[src/rtl/uart_pkg.sv]
// uart_pkg
// Shared definitions for the UART transceiver: transmitter and receiver
// state encodings, the bit-period (DIV) computation and a frame-length
// helper.
// No ports (package).
package uart_pkg;

    typedef enum logic [2:0] {
        TX_IDLE,
        TX_START,
        TX_DATA,
        TX_PARITY,
        TX_STOP
    } tx_state_e;

    typedef enum logic [2:0] {
        RX_IDLE,
        RX_START_CHK,
        RX_DATA,
        RX_PARITY,
        RX_STOP
    } rx_state_e;

    // Clock cycles per serial bit (integer divide).
    function automatic int calc_div(input int clk_frq, input int rate);
        return clk_frq / rate;
    endfunction

    // Bits per frame: start + data + optional parity + stop bits.
    function automatic int frame_bits(input int data_w, input int parity, input int stop);
        return 1 + data_w + ((parity != 0) ? 1 : 0) + stop;
    endfunction

endpackage

[src/rtl/uart_bit_timer.sv]
// uart_bit_timer
// Bit-period timer. start_i loads the counter with DIV-1 (or DIV/2-1 when
// half_i is set) and starts it; it then emits a one-cycle tick_o every time
// the counter reaches zero and reloads itself with DIV-1, so after the first
// tick the ticks are spaced exactly one bit period apart. stop_i halts it.
// Ports:
//   clk      in   clock, rising edge
//   rstb     in   synchronous active-low reset
//   start_i  in   load and run (has priority over stop_i)
//   half_i   in   first period is DIV/2 instead of DIV
//   stop_i   in   halt the counter
//   tick_o   out  one-cycle pulse at the end of each period
module uart_bit_timer #(
    parameter int DIV = 100
) (
    input  logic clk,
    input  logic rstb,
    input  logic start_i,
    input  logic half_i,
    input  logic stop_i,
    output logic tick_o
);

    localparam int CW = $clog2(DIV);
    localparam logic [CW-1:0] FULL_LOAD = CW'(DIV - 1);
    localparam logic [CW-1:0] HALF_LOAD = CW'(DIV / 2 - 1);

    logic [CW-1:0] cnt_q, cnt_d;
    logic          run_q, run_d;

    assign tick_o = run_q && (cnt_q == '0);

    always_comb begin
        cnt_d = cnt_q;
        run_d = run_q;
        if (start_i) begin
            run_d = 1'b1;
            cnt_d = half_i ? HALF_LOAD : FULL_LOAD;
        end else if (stop_i) begin
            run_d = 1'b0;
            cnt_d = '0;
        end else if (run_q) begin
            cnt_d = (cnt_q == '0) ? FULL_LOAD : cnt_q - 1'b1;
        end
    end

    always_ff @(posedge clk) begin
        if (!rstb) begin
            cnt_q <= '0;
            run_q <= 1'b0;
        end else begin
            cnt_q <= cnt_d;
            run_q <= run_d;
        end
    end

endmodule

[src/rtl/uart_transceiver.sv]
// uart_transceiver
// Full-duplex UART sharing one clock and one frame format
// (start, LSB-first data, optional even parity, 1 or 2 stop bits).
// Ports:
//   clk          in   clock, rising edge
//   rstb         in   synchronous active-low reset
//   tx_data      in   word to transmit, latched on the accepted send edge
//   send         in   transmit request, rising edge triggers
//   tx_busy      out  frame in progress
//   tx_error     out  one-cycle pulse: send edge while busy (dropped)
//   tx           out  serial output, idle high
//   rx           in   serial input, asynchronous
//   rx_data      out  last accepted word
//   rx_valid     out  rx_data holds an unacknowledged word
//   rx_ack       in   consumer acknowledge
//   rx_error     out  one-cycle pulse: framing, parity or overrun
//   tx_state_dbg out  transmitter FSM state
//   rx_state_dbg out  receiver FSM state
// Handshake: rx_valid stays high until a cycle with rx_ack=1, after which it
// drops on the next cycle unless a new good word lands in that same cycle.
module uart_transceiver
    import uart_pkg::*;
#(
    parameter int C_CLK_FRQ         = 100000000,
    parameter int C_UART_RATE       = 1000000,
    parameter int C_UART_DATA_WIDTH = 8,
    parameter int C_UART_PARITY     = 0,
    parameter int C_UART_STOP       = 1
) (
    input  logic                         clk,
    input  logic                         rstb,
    input  logic [C_UART_DATA_WIDTH-1:0] tx_data,
    input  logic                         send,
    output logic                         tx_busy,
    output logic                         tx_error,
    output logic                         tx,
    input  logic                         rx,
    output logic [C_UART_DATA_WIDTH-1:0] rx_data,
    output logic                         rx_valid,
    input  logic                         rx_ack,
    output logic                         rx_error,
    output tx_state_e                    tx_state_dbg,
    output rx_state_e                    rx_state_dbg
);

    localparam int   W         = C_UART_DATA_WIDTH;
    localparam int   DIV       = calc_div(C_CLK_FRQ, C_UART_RATE);
    localparam int   BCW       = (W > 1) ? $clog2(W) : 1;
    localparam logic PARITY_EN = (C_UART_PARITY != 0);
    localparam logic STOP_LAST = (C_UART_STOP == 2);
    localparam logic [BCW-1:0] LAST_BIT = BCW'(W - 1);

    // ------------------------------------------------------------------
    // Transmitter
    // ------------------------------------------------------------------
    tx_state_e        tx_state_q, tx_state_d;
    logic [W-1:0]     tx_shift_q;
    logic [BCW-1:0]   tx_bit_q;
    logic             tx_par_q;
    logic             tx_stop_q;
    logic             tx_error_q;
    logic             send_q;
    logic             send_edge;
    logic             tx_tick, tx_tmr_start, tx_tmr_stop;
    logic             tx_stop_last;

    assign send_edge    = send && !send_q;
    assign tx_stop_last = (tx_stop_q == STOP_LAST);
    assign tx_error     = tx_error_q;
    assign tx_state_dbg = tx_state_q;

    uart_bit_timer #(.DIV(DIV)) u_tx_timer (
        .clk     (clk),
        .rstb    (rstb),
        .start_i (tx_tmr_start),
        .half_i  (1'b0),
        .stop_i  (tx_tmr_stop),
        .tick_o  (tx_tick)
    );

    always_ff @(posedge clk) begin
        if (!rstb) tx_state_q <= TX_IDLE;
        else       tx_state_q <= tx_state_d;
    end

    always_comb begin
        tx_state_d = tx_state_q;
        unique case (tx_state_q)
            TX_IDLE:   if (send_edge) tx_state_d = TX_START;
            TX_START:  if (tx_tick) tx_state_d = TX_DATA;
            TX_DATA:   if (tx_tick && tx_bit_q == LAST_BIT)
                           tx_state_d = PARITY_EN ? TX_PARITY : TX_STOP;
            TX_PARITY: if (tx_tick) tx_state_d = TX_STOP;
            TX_STOP:   if (tx_tick && tx_stop_last) tx_state_d = TX_IDLE;
            default:   tx_state_d = TX_IDLE;
        endcase
    end

    always_comb begin
        tx           = 1'b1;
        tx_busy      = 1'b1;
        tx_tmr_start = 1'b0;
        tx_tmr_stop  = 1'b0;
        unique case (tx_state_q)
            TX_IDLE: begin
                tx_busy      = 1'b0;
                tx_tmr_start = send_edge;
            end
            TX_START:  tx = 1'b0;
            TX_DATA:   tx = tx_shift_q[0];
            TX_PARITY: tx = tx_par_q;
            TX_STOP:   tx_tmr_stop = tx_tick && tx_stop_last;
            default:   tx_busy = 1'b0;
        endcase
    end

    always_ff @(posedge clk) begin
        if (!rstb) begin
            send_q     <= 1'b0;
            tx_error_q <= 1'b0;
            tx_shift_q <= '0;
            tx_bit_q   <= '0;
            tx_par_q   <= 1'b0;
            tx_stop_q  <= 1'b0;
        end else begin
            send_q     <= send;
            tx_error_q <= send_edge && (tx_state_q != TX_IDLE);
            if (tx_state_q == TX_IDLE && send_edge) begin
                tx_shift_q <= tx_data;
                tx_par_q   <= ^tx_data;  // even parity: makes the 1-count even
                tx_bit_q   <= '0;
                tx_stop_q  <= 1'b0;
            end else if (tx_tick) begin
                if (tx_state_q == TX_DATA) begin
                    tx_shift_q <= tx_shift_q >> 1;
                    tx_bit_q   <= tx_bit_q + 1'b1;
                end
                if (tx_state_q == TX_STOP) tx_stop_q <= 1'b1;
            end
        end
    end

    // ------------------------------------------------------------------
    // Receiver
    // ------------------------------------------------------------------
    rx_state_e        rx_state_q, rx_state_d;
    logic             rx_s1_q, rx_s2_q, rx_s3_q;
    logic [W-1:0]     rx_shift_q;
    logic [BCW-1:0]   rx_bit_q;
    logic             rx_par_err_q;
    logic [W-1:0]     rx_data_q;
    logic             rx_valid_q;
    logic             rx_error_q;
    logic             rx_fall;
    logic             rx_tick, rx_tmr_start, rx_tmr_stop, rx_stop_evt;

    // rx_s2_q is the synchronized line; rx_s3_q only serves edge detection.
    assign rx_fall      = rx_s3_q && !rx_s2_q;
    assign rx_data      = rx_data_q;
    assign rx_valid     = rx_valid_q;
    assign rx_error     = rx_error_q;
    assign rx_state_dbg = rx_state_q;

    uart_bit_timer #(.DIV(DIV)) u_rx_timer (
        .clk     (clk),
        .rstb    (rstb),
        .start_i (rx_tmr_start),
        .half_i  (1'b1),
        .stop_i  (rx_tmr_stop),
        .tick_o  (rx_tick)
    );

    always_ff @(posedge clk) begin
        if (!rstb) rx_state_q <= RX_IDLE;
        else       rx_state_q <= rx_state_d;
    end

    always_comb begin
        rx_state_d = rx_state_q;
        unique case (rx_state_q)
            RX_IDLE:      if (rx_fall) rx_state_d = RX_START_CHK;
            RX_START_CHK: if (rx_tick) rx_state_d = rx_s2_q ? RX_IDLE : RX_DATA;
            RX_DATA:      if (rx_tick && rx_bit_q == LAST_BIT)
                              rx_state_d = PARITY_EN ? RX_PARITY : RX_STOP;
            RX_PARITY:    if (rx_tick) rx_state_d = RX_STOP;
            RX_STOP:      if (rx_tick) rx_state_d = RX_IDLE;
            default:      rx_state_d = RX_IDLE;
        endcase
    end

    always_comb begin
        rx_tmr_start = 1'b0;
        rx_tmr_stop  = 1'b0;
        rx_stop_evt  = 1'b0;
        unique case (rx_state_q)
            RX_IDLE:      rx_tmr_start = rx_fall;
            RX_START_CHK: rx_tmr_stop  = rx_tick && rx_s2_q;  // false start
            RX_STOP: begin
                rx_tmr_stop = rx_tick;
                rx_stop_evt = rx_tick;
            end
            default: ;
        endcase
    end

    always_ff @(posedge clk) begin
        if (!rstb) begin
            rx_s1_q      <= 1'b1;
            rx_s2_q      <= 1'b1;
            rx_s3_q      <= 1'b1;
            rx_shift_q   <= '0;
            rx_bit_q     <= '0;
            rx_par_err_q <= 1'b0;
            rx_data_q    <= '0;
            rx_valid_q   <= 1'b0;
            rx_error_q   <= 1'b0;
        end else begin
            rx_s1_q    <= rx;
            rx_s2_q    <= rx_s1_q;
            rx_s3_q    <= rx_s2_q;
            rx_error_q <= 1'b0;

            if (rx_state_q == RX_IDLE && rx_fall) begin
                rx_bit_q     <= '0;
                rx_par_err_q <= 1'b0;
            end
            if (rx_state_q == RX_DATA && rx_tick) begin
                rx_shift_q <= {rx_s2_q, rx_shift_q[W-1:1]};
                rx_bit_q   <= rx_bit_q + 1'b1;
            end
            if (rx_state_q == RX_PARITY && rx_tick)
                rx_par_err_q <= (rx_s2_q != ^rx_shift_q);

            if (rx_ack && rx_valid_q) rx_valid_q <= 1'b0;

            // Later assignments override the ack-clear above, so an ack in
            // the same cycle as a good word leaves rx_valid set.
            if (rx_stop_evt) begin
                if (!rx_s2_q || rx_par_err_q) begin
                    rx_error_q <= 1'b1;
                end else if (!rx_valid_q || rx_ack) begin
                    rx_data_q  <= rx_shift_q;
                    rx_valid_q <= 1'b1;
                end else begin
                    rx_error_q <= 1'b1;  // overrun: keep the unread word
                end
            end
        end
    end

endmodule

[config.mk]
export PLATFORM = sky130hd
export DESIGN_NAME = uart_transceiver
export DESIGN_NICKNAME = d
export VERILOG_FILES = /design/src/rtl/uart_pkg.sv /design/src/rtl/uart_bit_timer.sv /design/src/rtl/uart_transceiver.sv
export SDC_FILE = /design/constraint.sdc
export NUM_CORES = 1
export LEC_CHECK = 0
export ABC_AREA = 1
export BUFFER_PORTS_ARGS = -buffer_cell sky130_fd_sc_hd__buf_2
export CAP_MARGIN = 25
export CORE_UTILIZATION = 30
export DETAILED_ROUTE_END_ITERATION = 8
export PLACE_DENSITY = 0.45
export SKIP_CTS_REPAIR_TIMING = 1
export SYNTH_ARGS = -nofsm -noshare
export SYNTH_HDL_FRONTEND = slang
export SYNTH_SLANG_ARGS = --single-unit
[constraint.sdc]
create_clock -name clk -period 3.1 [get_ports clk]
set_input_delay 0.62 -clock clk [delete_from_list [all_inputs] [get_ports clk]]
set_output_delay 0.62 -clock clk [all_outputs]
set_load 0.02 [all_outputs]
# Word-level counts from Yosys, hierarchy flattened
# Index checks and enable logic that the tools add are counted.
[totals]
ff_bits = 62
elab_cells = 141
out_inout_bits = 19
in_bits = 13
[classes]
n_bitwise = 3
n_addsub = 4
n_reduce_logical = 45
n_mux = 45
eq_ne = 21
[op_table]
columns = ["op", "count"]
rows = [
  ["two-way mux 3 bit", 12],
  ["two-way mux 7 bit", 5],
  ["case mux 3 bit (5 select lines)", 2],
  ["two-way mux 8 bit", 3],
  ["inequality test 2 bit (second input constant)", 10],
  ["two-way mux 6 bit", 3],
  ["two-way mux 1 bit", 17],
  ["parity 8 bit", 2],
  ["logical AND 1 bit", 14],
  ["zero test 7 bit", 2],
  ["subtractor 7 x 1 -> 7 bit (second input constant)", 2],
  ["equality test 3 x 2 -> 1 bit (second input constant)", 4],
  ["equality test 3 bit (second input constant)", 4],
  ["nonzero test 2 bit", 6],
  ["AND reduction 5 bit", 2],
  ["nonzero test 3 bit", 3],
  ["AND reduction 2 bit", 4],
  ["adder 3 x 1 -> 3 bit (second input constant)", 2],
  ["equality test 3 x 1 -> 1 bit (second input constant)", 2],
  ["zero test 3 bit", 2],
  ["OR reduction 3 bit", 2],
  ["OR reduction 4 bit", 1],
  ["zero test 1 bit", 3],
  ["NOT 1 bit", 3],
  ["7 further kinds", 8],
]

# Logic depth before layout (Yosys ltp)
[depth]
word_depth = 6
depth_mapped = 11
mapped_depth_nobuf = 11

# Modules after synthesis
# A second synthesis with hierarchy kept.
[unflattened]
hier_cells = 455
hier_area_um2 = 3189.3
[modules_own_cells]
columns = ["module", "area_each_um2", "n_inst", "cells_each", "seq_area_each_um2"]
rows = [
  ["uart_transceiver", 2158.3, 1, 305, 920.9],
  ["uart_bit_timer", 515.5, 2, 75, 160.2],
]

# Least setup slack after synthesis
# No wires, ideal clock.
[synth_path]
path_type = "reg2out"
startpoint = "reg tx_state_q[1], in the netlist tx_state_dbg[1]"
endpoint = "out tx"
arrival_ns = 1.552
stages_incl_launch_ff = 5
path_slack_ns = 0.928
path_buffers = 0
required_ns = 2.480
path_cell_list = "dfxtp_1 > inv_1 > nor2_1 > inv_1 > o311ai_0"
[synth_via]
elab_chain_len = 2
word_cells_on_any_way = 4
cone_classes = "3 x eq/ne; 1 x mux"
[synth_lines]
columns = ["item", "line", "rtl"]
rows = [
  ["start, declared", "uart_transceiver.sv:56", "tx_state_e tx_state_q, tx_state_d;"],
  ["start signal, assigned", "uart_transceiver.sv:83", "else tx_state_q <= tx_state_d;"],
  ["equality test 3 x 2 -> 1 bit / equality test 3 x 1 -> 1 bit (equally long branches)", "uart_transceiver.sv:104", "unique case (tx_state_q)"],
  ["case mux 1 bit (3 select lines) *", "uart_transceiver.sv:104", ""],
  ["end, declared", "uart_transceiver.sv:36", "output logic tx,"],
]
# Mark *: on every way between the ends. The rest lies on a longest branch, timed or not.

# Worst setup path in the final report
# Same ends and word-level chain as after synthesis.

==> impl_results.md <==
- # clock sinks: 62
- Actual slew at the worst max-slew pin: 0.5184 ns
- Post-Syn Area: 3103 sq um
- Die Span Y: 103.7 microns
- Number of global-route vias before repair: 2528
- Status: finished, final reports clean
- Largest family of logic cells by synthesized area: simple AND/OR/NAND/NOR gates
- Maximum clock insertion buffer count: 2
- Storage cell area: 1241 sq um
- Placeable Area: 9910 sq um
- Width of the die: 103.7 microns
- Post-synthesis adder-cell area fraction: 2.419%
- Switching Share: 37.48%
- VDD IR max: 0.0003573 V
- Clock power frac: 28.1%
- Syn Nets: 468
- # rows: 36
- Slew headroom: 64.54%
- Number of antenna violations at the first check in global routing: 0
- Pre-antenna DRT Iters: 4
- Gr ovfl total: 0
- H-tree depth: 3
- FF+latch count, synth: 62
- Via/cell ratio: 4.430
- Hpwl dp: 4878 microns
- Sequential Power Share: 39.7%
- Fin nets: 500
- Max Cap Viol: 0
- WP data arrival: 1.48 ns
- Fillers: 1093
- Fin. Hold Viols: 0
- Synth Instances: 449
- CTS clk-pin slew, worst paths: 0.07 ns
- IO Pins: 32
- Final Skew: 0.01002 ns
- Final slew viol count: 0
- Seq/Total Area, Yosys: 40.00%
- Post-synthesis xor/xnor area fraction: 3.952%
- Tcrit/Tclk final: 67.90%
- CTS tree: built
- Critical Path RT: 2.48 ns
- Logic pwr share: 32.2%
- Vias post-DR: 2742
- NetSw: 0.0009188 W
- CP max FO: 3
- Netlist cell types: 38
- Global-route wire length before repair: 11630 microns
- Die area: 10750 sq um
- Antenna diodes: 0
- Total power: 0.002452 W
- Setup TNS: 0 ns
- Final Util: 35.91%
- Hold slack: 0.4141 ns
- Area growth syn-to-layout: 14.68%
- Detailed Route WL: 6727 microns
- Avg Synthesized Cell Area: 6.911 sq um
- Fraction of layout cells with a size suffix above 1: 13.79%
- Leakage: 1.683 nW
- Critical path class: reg -> out
- Mux contribution to synthesized area: 0%
- Max Fclk: 0.4751 GHz
- Antenna-violating nets left: 0
- RD Place Congestion: 0.7784
- Crit start category: flip-flop
- Drt drc: 0
- Yosys Warn Count: 0
- RSZ-0062 raised after global routing: no
- Routed length per placed instance: 10.87 microns
- Worst setup EP type: output port
- Final setup viols: 0
- DRT iter0 DRCs: 81
- # port buffers: 31
- Clk Latency, worst-skew pair: 0.34 ns
- Minimum clock period: 2.105 ns
- Power Dens Cells: 689.0 nW/um^2
- All-layer global routing usage: 13.30%
- Multi-input logic area: 1540 sq um
- Worst hold path type: reg -> reg
- Synth Area in Compound Gates: 11.37%
- Largest net degree at the start of global routing: 30
- Initial core utilization: 31.31%
- Internal Power: 0.001533 W
- Simple-gate share of the synthesized area: 31.90%
- Clock buffer count from CTS: 9
- Root buf cell: clkbuf_8
## kinds of logic (layout without fill, tap and decap cells)
group                      after synthesis  count (layout)
xor gates and xnor gates                14              14
AOI/OAI and AO/OA                       64              64
adders and majority gates                6               6
DFF                                     62              62
and+or+nand+nor                        226             226
buffers and inverters                   77             114
## power groups by stage
stage          registers (W)  logic [W]  clock network (W)
2_1_floorplan       0.000994   0.000612                  0
3_3_place_gp        0.000993   0.000790                  0
3_5_place_dp        0.000991   0.000789                  0
4_1_cts             0.000973   0.000794           0.000720
5_1_grt             0.000989   0.000900           0.000762
6_report            0.000973   0.000790           0.000689
## cell usage after synthesis (all sizes together)
master,instances,area (sq um)
o211ai,2,15.01
o31ai,1,7.510
a211oi,1,7.510
dfxtp,62,1241
o21ai,15,75.07
nand3,26,142.6
or2,5,31.29
ha,6,75.07
nand4,6,58.80
o311ai,1,8.760
a22oi,4,30.03
a31oi,4,25.02
xnor2,7,61.31
xor2,7,61.31
clkbuf,4,15.01
nor2,66,275.3
nand2,117,449.2
a21oi,35,175.2
nand3b,1,7.510
inv,64,242.7
a2111oi,1,8.760
buf,9,63.80
nor3,5,25.02
## area by class of cell
class	instances	share of cell area (%)
multi-input combinational	310	43.28
inverter	64	6.821
clock inverter	6	1.758
sequential	62	34.88
clock buffer	10	3.586
tap	133	4.677
timing repair buffer	34	4.993
## critical path, stage by stage (launching register included)
cell,delay (ns)
dfxtp_1,0.36
inv_1,0.08
nor2_1,0.12
inv_1,0.09
o311ai_0,0.28
buf_2,0.23
## metrics by stage
step | instance area, sq um | cells | setup WS [ns]
after detailed placement | 3368 | 603 | 1.156
after CTS | 3558 | 619 | 0.9627
after global placement | 3368 | 603 | 1.166
final | 3558 | 619 | 0.9951
after floorplan | 3103 | 449 | 0.9279
after global routing | 3558 | 619 | 0.8679
## path summary, 6_finish.rpt
check / from / end / slack, ns / cells after the start
setup reg to reg: u_rx_timer.cnt_q[0] / rx_shift_q[5] / 1.25 / 9
setup / recovery: tx_state_dbg[1] / tx / 1.0 / 5
hold reg to reg: rx_s1_q / rx_s2_q / 0.41 / 1
hold / removal: rx_s1_q / rx_s2_q / 0.41 / 1
## cell usage in the layout (no fill, tap or decap), types with 2 or more instances in the layout
cell type	n
nand2_1	115
nor3_1	5
o21ai_0	14
xor2_1	7
nor2_2	2
buf_4	3
clkinv_2	2
inv_1	59
o211ai_1	2
or2_2	3
buf_2	31
ha_1	6
nand4_1	4
xnor2_1	7
inv_2	4
dfxtp_1	62
nor2_1	61
clkbuf_8	9
nand3_1	25
nor2_4	3
a21oi_1	35
a22oi_1	4
clkinvlp_4	3
a31oi_1	4
## registers in the layout, summed over array words and instances, names as in the netlist
name / flops
rx_bit_q: 3
rx_data: 8
rx_error: 1
rx_par_err_q: 1
rx_s1_q: 1
rx_s2_q: 1
rx_s3_q: 1
rx_shift_q: 8
rx_state_dbg: 3
rx_valid: 1
send_q: 1
tx_bit_q: 3
tx_error: 1
tx_par_q: 1
tx_shift_q: 8
tx_state_dbg: 3
tx_stop_q: 1
u_rx_timer.cnt_q: 7
u_rx_timer.run_q: 1
u_tx_timer.cnt_q: 7
u_tx_timer.run_q: 1
## layer usage
layer	vias to the layer above	part of all wire (%)	GRT usage [%]
li1	1481	-	-
met1	1222	50	16.97
met2	30	46	21.62
met3	9	2.8	2.580
met4	0	1.4	6.122
met5	-	0	0
Power figures use the tool's default switching activity.
